## config.mk

```make
export PLATFORM = sky130hd
export DESIGN_NAME = disp_rdarb
export DESIGN_NICKNAME = d
export VERILOG_FILES = /design/src/rtl/disp_rdarb_pkg.sv /design/src/rtl/disp_rdarb_mux.sv /design/src/rtl/disp_rdarb.sv
export SDC_FILE = /design/constraint.sdc
export NUM_CORES = 1
export LEC_CHECK = 0
export ABC_AREA = 1
export ABC_CLOCK_PERIOD_IN_PS = 1500
export CAP_MARGIN = 20
export CORE_AREA = 5 5 88 90
export CTS_CLUSTER_SIZE = 40
export DETAILED_ROUTE_END_ITERATION = 10
export DIE_AREA = 0 0 93 95
export GPL_TIMING_DRIVEN = 0
export PLACE_DENSITY = 0.78
export RECOVER_POWER = 100
export REMOVE_ABC_BUFFERS = 1
export SYNTH_ARGS = -nofsm -noshare
export SYNTH_HDL_FRONTEND = slang
export SYNTH_SLANG_ARGS = --single-unit
```

## constraint.sdc

```tcl
create_clock -name ACLK -period 1.5 [get_ports ACLK]
set_clock_uncertainty 0.15 [all_clocks]
set_input_delay 0.225 -clock ACLK [delete_from_list [all_inputs] [get_ports ACLK]]
set_output_delay 0.225 -clock ACLK [all_outputs]
set_load 0.05 [all_outputs]
```

## src/rtl/disp_rdarb_pkg.sv

```systemverilog
// rtl/disp_rdarb_pkg.sv - shared state encodings and defaults for the VRAM read arbiter
package disp_rdarb_pkg;

    typedef enum logic [1:0] {
        S_IDLE = 2'b00,
        S_ADDR = 2'b01,
        S_DATA = 2'b10
    } state_t;

    localparam int MAXHOLD_DEF = 4;

endpackage

```

## src/rtl/disp_rdarb_mux.sv

```systemverilog
// rtl/disp_rdarb_mux.sv - owner-select steering of the AR and R channels onto the shared port
module disp_rdarb_mux #(
    parameter int DW = 32
) (
    input  logic          addr_phase,
    input  logic          data_phase,
    input  logic          owner,
    input  logic [31:0]   m0_araddr,
    input  logic [7:0]    m0_arlen,
    input  logic          m0_arvalid,
    output logic          m0_arready,
    output logic [DW-1:0] m0_rdata,
    output logic          m0_rlast,
    output logic          m0_rvalid,
    input  logic          m0_rready,
    input  logic [31:0]   m1_araddr,
    input  logic [7:0]    m1_arlen,
    input  logic          m1_arvalid,
    output logic          m1_arready,
    output logic [DW-1:0] m1_rdata,
    output logic          m1_rlast,
    output logic          m1_rvalid,
    input  logic          m1_rready,
    output logic [31:0]   s_araddr,
    output logic [7:0]    s_arlen,
    output logic          s_arvalid,
    input  logic          s_arready,
    input  logic [DW-1:0] s_rdata,
    input  logic          s_rlast,
    input  logic          s_rvalid,
    output logic          s_rready
);

    assign s_araddr   = owner ? m1_araddr : m0_araddr;
    assign s_arlen    = owner ? m1_arlen  : m0_arlen;
    assign s_arvalid  = addr_phase & (owner ? m1_arvalid : m0_arvalid);
    assign m0_arready = addr_phase & ~owner & s_arready;
    assign m1_arready = addr_phase &  owner & s_arready;

    // Data and last fan out to both sides; only the owner's valid is ever raised.
    assign m0_rdata  = s_rdata;
    assign m1_rdata  = s_rdata;
    assign m0_rlast  = s_rlast;
    assign m1_rlast  = s_rlast;
    assign m0_rvalid = data_phase & ~owner & s_rvalid;
    assign m1_rvalid = data_phase &  owner & s_rvalid;
    assign s_rready  = data_phase & (owner ? m1_rready : m0_rready);

endmodule

```

## src/rtl/disp_rdarb.sv

```systemverilog
// rtl/disp_rdarb.sv - two-requester AXI4 read arbiter, display priority with bounded starvation
module disp_rdarb
    import disp_rdarb_pkg::*;
#(
    parameter int DW      = 32,
    parameter int MAXHOLD = MAXHOLD_DEF
) (
    input  logic          ACLK,
    input  logic          ARST,
    input  logic [31:0]   M0_ARADDR,
    input  logic [7:0]    M0_ARLEN,
    input  logic          M0_ARVALID,
    output logic          M0_ARREADY,
    output logic [DW-1:0] M0_RDATA,
    output logic          M0_RLAST,
    output logic          M0_RVALID,
    input  logic          M0_RREADY,
    input  logic [31:0]   M1_ARADDR,
    input  logic [7:0]    M1_ARLEN,
    input  logic          M1_ARVALID,
    output logic          M1_ARREADY,
    output logic [DW-1:0] M1_RDATA,
    output logic          M1_RLAST,
    output logic          M1_RVALID,
    input  logic          M1_RREADY,
    output logic [31:0]   S_ARADDR,
    output logic [7:0]    S_ARLEN,
    output logic          S_ARVALID,
    input  logic          S_ARREADY,
    input  logic [DW-1:0] S_RDATA,
    input  logic          S_RLAST,
    input  logic          S_RVALID,
    output logic          S_RREADY,
    output logic          BUSY,
    output logic          OWNER
);

    localparam logic [3:0] HOLD = 4'(MAXHOLD);

    state_t     state;
    logic       owner;
    logic [3:0] starve;

    always_ff @(posedge ACLK) begin
        if (ARST) begin
            state  <= S_IDLE;
            owner  <= 1'b0;
            starve <= 4'd0;
        end else begin
            case (state)
                S_IDLE: begin
                    if (M0_ARVALID && (!M1_ARVALID || starve < HOLD)) begin
                        owner <= 1'b0;
                        state <= S_ADDR;
                        // Only count display wins that actually made requester 1 wait.
                        if (M1_ARVALID && starve != 4'hF)
                            starve <= starve + 4'd1;
                    end else if (M1_ARVALID) begin
                        owner  <= 1'b1;
                        state  <= S_ADDR;
                        starve <= 4'd0;
                    end
                end
                S_ADDR: begin
                    if (S_ARVALID && S_ARREADY)
                        state <= S_DATA;
                end
                S_DATA: begin
                    if (S_RVALID && S_RREADY && S_RLAST)
                        state <= S_IDLE;
                end
                default: state <= S_IDLE;
            endcase
        end
    end

    assign BUSY  = (state != S_IDLE);
    assign OWNER = owner;

    disp_rdarb_mux #(.DW(DW)) u_mux (
        .addr_phase (state == S_ADDR),
        .data_phase (state == S_DATA),
        .owner      (owner),
        .m0_araddr  (M0_ARADDR),
        .m0_arlen   (M0_ARLEN),
        .m0_arvalid (M0_ARVALID),
        .m0_arready (M0_ARREADY),
        .m0_rdata   (M0_RDATA),
        .m0_rlast   (M0_RLAST),
        .m0_rvalid  (M0_RVALID),
        .m0_rready  (M0_RREADY),
        .m1_araddr  (M1_ARADDR),
        .m1_arlen   (M1_ARLEN),
        .m1_arvalid (M1_ARVALID),
        .m1_arready (M1_ARREADY),
        .m1_rdata   (M1_RDATA),
        .m1_rlast   (M1_RLAST),
        .m1_rvalid  (M1_RVALID),
        .m1_rready  (M1_RREADY),
        .s_araddr   (S_ARADDR),
        .s_arlen    (S_ARLEN),
        .s_arvalid  (S_ARVALID),
        .s_arready  (S_ARREADY),
        .s_rdata    (S_RDATA),
        .s_rlast    (S_RLAST),
        .s_rvalid   (S_RVALID),
        .s_rready   (S_RREADY)
    );

endmodule

```

# --- Word-level counts from Yosys, hierarchy flattened ---
# Index checks and enable logic that the tools add are counted.
# Widths: inputs -> output; s select.
classes:
  add_sub_neg: 1
  magnitude_cmp: 1
  n_eq_ne: 7
  muxes: 14
  n_bitwise: 11
  reduce_logical: 13
op_table:
  columns: ["cell", "n"]
  rows:
  - ["$mux 32", 1]
  - ["$mux 4", 3]
  - ["$and 1x1->1", 10]
  - ["$mux 2", 4]
  - ["$mux 8", 1]
  - ["$pmux 2 s3", 1]
  - ["$reduce_and 3->1", 2]
  - ["$logic_and 1x1->1", 5]
  - ["$add 4x1->4 const B", 1]
  - ["$lt 4x3->1 const B", 1]
  - ["$mux 1", 4]
  - ["$ne 2x2->1 const B", 2]
  - ["$ne 4x4->1 const B", 1]
  - ["$reduce_bool 2->1", 2]
  - ["$ne 3x3->1 const B", 1]
  - ["$eq 2x1->1 const B", 1]
  - ["$eq 2x2->1 const B", 1]
  - ["$logic_not 2->1", 1]
  - ["$ne 2x1->1 const B", 1]
  - ["$reduce_and 2->1", 1]
  - ["$logic_not 1->1", 1]
  - ["$logic_or 1x1->1", 1]
  - ["$not 1->1", 1]
word_totals:
  reg_bits: 7
  input_bits: 121
  out_inout_bits: 114
  elab_cells: 50

# --- Logic depth before layout (Yosys ltp) ---
# Gate-level depths: netlist of the first run.
depth:
  word_depth: 6
  depth_mapped: 8
  depth_no_buf: 7

# --- Cells and area by module ---
# A second synthesis of the first run with hierarchy kept.
unflattened:
  cells_unflattened: 263
  hier_area_um2: 1461.4
by_module_without_submodules:
  columns: ["mod", "n_inst", "cells_per_inst", "area_each_um2"]
  rows:
  - ["disp_rdarb_mux", 1, 212, 1106.1]
  - ["disp_rdarb", 1, 51, 355.3]

# --- Worst setup path after synthesis of the first run ---
# No wires, ideal clock.
synth_timing:
  path_kind: "register to output"
  start: "register owner, in the netlist OWNER"
  end: "output port M1_ARREADY"
  arrival_time_ns: 1.970
  t_required_ns: 1.125
  slack_ns: -0.845
  path_stages_with_launch: 4
  n_path_buf: 1
  path_cell_list: "dfxtp_1 buf_6 inv_4 nor3_1"
synth_via:
  elab_chain_len: 2
synth_lines:
  columns: ["item", "line", "text"]
  rows:
  - ["start, declared", "disp_rdarb.sv:41", "logic owner;"]
  - ["start signal, assigned", "disp_rdarb.sv:47", "owner <= 1'b0;"]
  - ["start signal, assigned", "disp_rdarb.sv:53", "owner <= 1'b0;"]
  - ["start signal, assigned", "disp_rdarb.sv:59", "owner <= 1'b1;"]
  - ["$and 1x1->1 (2 in series)", "disp_rdarb_mux.sv:38", "assign m1_arready = addr_phase & owner & s_arready;"]
  - ["end, declared", "disp_rdarb.sv:21", "output logic M1_ARREADY,"]
# Every way passes these cells.

# --- Worst setup path in the final report of the first run ---
layout_timing:
  start: "input port M1_ARVALID"
  end: "output port S_ARVALID"
layout_via:
  elab_chain_len: 2
layout_lines:
  columns: ["item", "line", "text"]
  rows:
  - ["start, declared", "disp_rdarb.sv:20", "input logic M1_ARVALID,"]
  - ["$mux 1", "disp_rdarb_mux.sv:36", "assign s_arvalid = addr_phase & (owner ? m1_arvalid : m0_arvalid);"]
  - ["$and 1x1->1", "disp_rdarb_mux.sv:36", null]
  - ["end, declared", "disp_rdarb.sv:28", "output logic S_ARVALID,"]
# Every way passes these cells.

==> out/metrics.yaml, run 1 <==
fin_nets: 465
maxClockFrequency_mhz: 615
hold_viol: 0
layout-drive-gt1-share: 0.418
hp-class: "flop to flop"
rows: 31
worst_slew_pin_slew_ps: 269
relSlewSlack: 0.822
fin_util: 0.460
path_class: "primary input to primary output"
dp.cells: 403
synth_flop_cell: "dfxtp_1"
timing.final.crit_share: 1.08
antenna_found_initial: 0
synth_edf_count: 0
drt_drc_violations_left: 0
grt_pass1_wl_um: 12600
fillers: 622
grt_max_degree: 24
async_reset_ff_frac: 0
routed_wl_um: 10700
cts_tree: "built"
cp.required_ps: 1120
place_congestion: 0.758
synthTopCellsByArea: "nand2_1, buf_4, dfxtp_1"
cts-root-buf: "clkbuf_8"
synth_largest_area_cell: "nand2_1"
grt_pass1_vias: 1797
antennaDiodeCount: 0
synth-seq-cells: 7
dp_hpwl_um: 7790
synth_cells: 258
io_pins: 235
grt_overflow_total: 0
fin_crit_ps: 1630
grt_usage: 0.204
syn_area_sq_um: 1390
leakagePower_nw: 1.61
ir_drop_mv: 0.372
num_vias: 1996
synth_top_cell_area_share: 0.363
place_area_sq_um: 2320
cts_buffers: 3
wl_per_cell_um: 25.3
drtPass1Iterations: 4
final_cell_count_no_fill: 424
path_max_fanout: 4
synth_commonest_cells: "nand2_1, buf_4, nor2_1"
clk_latency_ps: 220
start_kind: "primary input"
viasPerCell: 4.71
cp-end-kind: "primary output"
syn-mean-instance-area_sq_um: 5.37
setup_viol: 45
start_util: 0.198
cts.sinks: 7
drt-initial-drc-count: 64
die_w_um: 93
die_h_um: 95
grt_setup_unrepaired: "yes"
hold_buffers: 0
yosysSeqAreaShare: 0.101
status: "finished, violations left"
crit_arrival_ps: 1250
yosysMostFrequentCell: "nand2_1"
ys_types: 14
setup_ws_ps: -125
core_sq_um: 6980
die_area_sq_um: 8840
max_cap_violations: 0
postRouteAntennaNets: 0
stdcell_area_sq_um: 3210
io_buffers: 138
violations: "negative setup slack"
p_per_area_nw_per_um2: 607
clockBufferDepth: 2
ys_warn_count: 0
clkTransAtPathRegs_ps: 40
ctsHtreeMaxLevel: 1
hold_ws_ps: 289
syn2layout_area_growth_pct: 132
slew_violations: 0
==> registers in the layout, summed over array words and instances (netlist names) <==
signal  cells
OWNER       1
starve      4
state       2
==> cells by family after synthesis <==
family / after synthesis / synth area share
simple gates: 154 / 0.426
compound gates: 7 / 0.0253
fa+ha+maj: 1 / 0.00903
buf+inv: 88 / 0.432
flops: 7 / 0.101
xor+xnor: 1 / 0.00632
==> stage by stage <==
stage / setup TNS (ps) / setup WS, ps / power, mW
floorplan: -50490 / -1780 / 0.793
global placement: -87500 / -2110 / 1.30
detailed placement: -53390 / -1430 / 1.31
CTS: -3260 / -113 / 1.73
global route: -5840 / -184 / 2.03
finish: -3760 / -125 / 1.95
==> power by group <==
group / internal [mW] / switching [mW]
clock network: 0.184 / 0.0790
logic: 0.647 / 0.829
registers: 0.200 / 0.0118
==> placed cells by master, fill, tap and decap left out, types with 3 or more instances in the layout <==
cell type | synthesis | final
nand2_2 | 3 | 16
buf_8 | 0 | 22
nand2_1 | 134 | 79
clkbuf_8 | 0 | 3
a21oi_1 | 4 | 3
buf_6 | 1 | 28
nor2_1 | 13 | 12
clkdlybuf4s50_1 | 0 | 86
nand2_4 | 0 | 42
inv_2 | 0 | 4
o21ai_0 | 3 | 3
nor3_4 | 0 | 4
dfxtp_1 | 7 | 4
buf_12 | 0 | 5
inv_1 | 12 | 7
==> area by class of cell <==
cell class / instances / area (sq um) / area share
timing repair buffer: 151 / 1740 / 0.542
inverter: 13 / 67.6 / 0.0210
clock buffer: 4 / 45.0 / 0.0140
multi-input combinational: 163 / 1050 / 0.327
sequential: 7 / 146 / 0.0456
timing repair inverter: 4 / 57.6 / 0.0179
tap: 82 / 103 / 0.0319
==> worst paths after layout <==
path | start | to | slack [ps] | depth (start not counted)
max reg2reg | OWNER | state[1] | 210 | 7
min reg2reg | starve[3] | starve[3] | 290 | 2
max | M1_ARVALID | S_ARVALID | -130 | 6
min | starve[3] | starve[3] | 290 | 2
==> per-layer routing <==
| layer | up-vias | wire [um] | share of wire | GRT usage |
|---|---|---|---|---|
| li1 | 877 | - | - | - |
| met1 | 934 | 3440 | 0.32 | 0.194 |
| met2 | 169 | 5520 | 0.51 | 0.357 |
| met3 | 14 | 1530 | 0.14 | 0.147 |
| met4 | 2 | 177 | 0.016 | 0.0366 |
| met5 | - | 58 | 0.0054 | 0.0655 |
==> what timing repair did <==
item	in CTS	in global routing
cloned	3	4
gates resized for setup	376	128
pin swaps	10	26
setup endpoints to repair	53	50
buffers inserted	8	2
==> critical path: stages <==
cell and delay [ps]:
dlygate4sd3_1 580, nand2_1 110, nand2_4 90, nand2_4 50, inv_2 50, buf_8 140
(Power assumes the default switching activity.)
==> run 2, diff against run 1 <==
--- a/config.mk
+++ b/config.mk
@@ -12,10 +12,12 @@
 export CTS_CLUSTER_SIZE = 40
 export DETAILED_ROUTE_END_ITERATION = 10
 export DIE_AREA = 0 0 93 95
+export DONT_BUFFER_PORTS = 1
 export GPL_TIMING_DRIVEN = 0
-export PLACE_DENSITY = 0.78
+export PLACE_DENSITY = 0.33
 export RECOVER_POWER = 100
 export REMOVE_ABC_BUFFERS = 1
+export SETUP_SLACK_MARGIN = 0.5
 export SYNTH_ARGS = -nofsm -noshare
 export SYNTH_HDL_FRONTEND = slang
 export SYNTH_SLANG_ARGS = --single-unit
==> out/metrics.yaml, run 2 (synthesized netlist as in run 1, its figures left out) <==
cp-end-kind: "primary output"  # unchanged
io_pins: 235  # unchanged
clockBufferDepth: 2  # unchanged
status: "finished, violations left"  # unchanged
antenna_found_initial: 0  # unchanged
postRouteAntennaNets: 0  # unchanged
dp.cells: 269  # was 403
num_vias: 1455  # was 1996
die_h_um: 95  # unchanged
seqPwrFrac: 0.142  # was 0.109
ctsHtreeMaxLevel: 1  # unchanged
clkTransAtPathRegs_ps: 40  # about the same
layout-drive-gt1-share: 0.529  # was 0.418
rrSetupSlack_ps: 90  # was 210 ps
cp_slowest_cell: "nor3_4"  # was dlygate4sd3_1
cts_buffers: 3  # unchanged
start_kind: "flop"  # was primary input
slew_violations: 0  # unchanged
met3_wirelength_um: 2080  # was 1530 um
crit_arrival_ps: 1360  # was 1250 ps
die_area_sq_um: 8840  # unchanged
hp-class: "primary input to flop"  # was flop to flop
worstReg2RegStart: "OWNER"  # unchanged
setup_ws_ps: -231  # was -125 ps
path_class: "flop to primary output"  # was primary input to primary output
grt_setup_unrepaired: "yes"  # unchanged
r2r-end: "state[0]"  # was state[1]
path_max_fanout: 14  # was 4
grt_pass1_vias: 1391  # was 1797
cts.sinks: 7  # unchanged
max_cap_violations: 0  # unchanged
hold_viol: 0  # unchanged
p_int_mw: 0.657  # was 1.03 mW
holdPathEnd: "state[0]"  # was starve[3]
top_register: "starve"  # unchanged
cp.required_ps: 1120  # about the same
die_w_um: 93  # unchanged
final_common_cell: "nand2_1"  # was clkdlybuf4s50_1
dp_hpwl_um: 7080  # was 7790 um
core_sq_um: 6980  # unchanged
violations: "negative setup slack"  # unchanged
leakagePower_nw: 0.897  # was 1.61 nW
timing.final.crit_share: 1.15  # was 1.08
routed_wl_um: 9370  # was 10700 um
cts_tree: "built"  # unchanged
fin_crit_ps: 1730  # was 1630 ps
max_stage_delay_ps: 430  # was 580 ps
drt-initial-drc-count: 27  # was 64
r2r_cells: 8  # was 7
setup_viol: 42  # was 45
syn2layout_area_growth_pct: 50.9  # was 132%
cts-root-buf: "clkbuf_8"  # unchanged
io_buffers: 0  # was 138
grt_overflow_total: 0  # unchanged
drt_drc_violations_left: 0  # unchanged
worst_slew_pin_slew_ps: 552  # was 269 ps
hold-path-cell-count: 3  # was 2
rows: 31  # unchanged
power_switching_mw: 0.853  # was 0.920 mW
top_layer: "met5"  # unchanged
p_per_area_nw_per_um2: 723  # was 607 nW/um^2
grt_max_degree: 23  # was 24
p_clk_frac: 0.175  # was 0.135
fin_nets: 333  # was 465
cp_top_family: "simple AND/OR/NAND/NOR gates"  # was buffers and inverters
grt_usage: 0.191  # was 0.204
place_congestion: 0.762  # was 0.758
antennaDiodeCount: 0  # unchanged
stdcell_area_sq_um: 2090  # was 3210 sq um
final_cell_count_no_fill: 292  # was 424
crit_chain: "buf_4 > buf_16 > nor3_4"  # was dlygate4sd3_1 > nand2_1 > nand2_4 > nand2_4 > inv_2 > buf_8
grt_pass1_wl_um: 11200  # was 12600 um
wl_per_cell_um: 32.1  # was 25.3 um
drt-met1-wl_um: 2070  # was 3440 um
p_comb_frac: 0.684  # was 0.757
sw_frac_of_total: 0.565  # was 0.471
fillers: 739  # was 622
largest_register_ffs: 4  # unchanged
maxClockFrequency_mhz: 578  # was 615 MHz
place_area_sq_um: 990  # was 2320 sq um
viasPerCell: 4.98  # was 4.71
layout_common_cells: "nand2_1, nand2_4, nand2_8, nand2_2, nor2_1"  # was clkdlybuf4s50_1, nand2_1, nand2_4, buf_6, buf_8
start_util: 0.198  # unchanged
dr_wl_met2_um: 4500  # was 5520 um
hp-start: "S_ARREADY"  # was starve[3]
ir_drop_mv: 0.399  # was 0.372 mV
relSlewSlack: 0.631  # was 0.822
cp.buffers_inverters: 2  # was 3
clk_latency_ps: 230  # was 220 ps
drtPass1Iterations: 4  # unchanged
hold_ws_ps: 46.1  # was 289 ps
run 2: cell count changes in the layout (fill, tap and decap cells not counted), sizes merged:
cell and change:
clkdlybuf4s50 -86, dlymetal6s2s -1, clkinv -2, clkdlybuf4s18 -1
buf -42, clkinvlp +1, inv +1, clkbuf -2
run 2: stage by stage:
step	setup TNS (ps)	util	power, mW	setup WS (ps)
2_1_floorplan	-50490	-	0.793	-1780
3_3_place_gp	-83660	0.135	0.847	-2520
3_5_place_dp	-17900	0.142	0.854	-952
4_1_cts	-4080	0.240	1.38	-234
5_1_grt	-6150	0.299	1.58	-271
6_report	-4510	0.299	1.51	-231
run 2: worst max-delay path by stage:
stage	from	endpoint	slack, ps	cells past startpoint
CTS	OWNER	S_ARVALID	-230	5
finish	OWNER	M0_ARREADY	-230	3
global route	OWNER	M0_ARREADY	-270	3
detailed placement	OWNER	S_RREADY	-950	4
global placement	OWNER	M1_ARREADY	-2520	2
floorplan	OWNER	M1_ARREADY	-1780	2
run 2: routing by layer:
layer / GRT usage / vias to the layer above
met5: 0.0893 / -
met4: 0.121 / 4
met3: 0.194 / 32
met2: 0.323 / 194
met1: 0.120 / 611
li1: - / 614
run 2: repair_timing:
action                                  CTS  global route
pin swaps                                19            26
endpoints found under the setup margin   55            55
resized for setup                       122            71
buffers inserted                          4             6
gates cloned                              8             0
endpoints found under the hold margin     4             0
hold buffers                              1             0
run 2: power by group through the flow:
stage / clock network, mW / registers, mW / logic, mW
2_1_floorplan: 0 / 0.229 / 0.563
3_5_place_dp: 0 / 0.219 / 0.635
6_report: 0.264 / 0.214 / 1.03
5_1_grt: 0.285 / 0.217 / 1.08
3_3_place_gp: 0 / 0.238 / 0.609
4_1_cts: 0.273 / 0.212 / 0.899
run 2: worst min-delay path: cells and delay by family:
family	cells	cell delay, ps
AO/OA/AOI/OAI	1	40
AND/OR/NAND/NOR	2	120
run 2: cell type report:
cell class / count / area [sq um] / share of cell area
well taps: 82 / 103 / 0.0491
inverters: 13 / 73.8 / 0.0353
multi-input cells: 163 / 1370 / 0.656
flip-flops and latches: 7 / 146 / 0.0701
repair buffers: 19 / 297 / 0.142
repair inverters: 4 / 53.8 / 0.0257
clock buffers: 4 / 45.0 / 0.0216
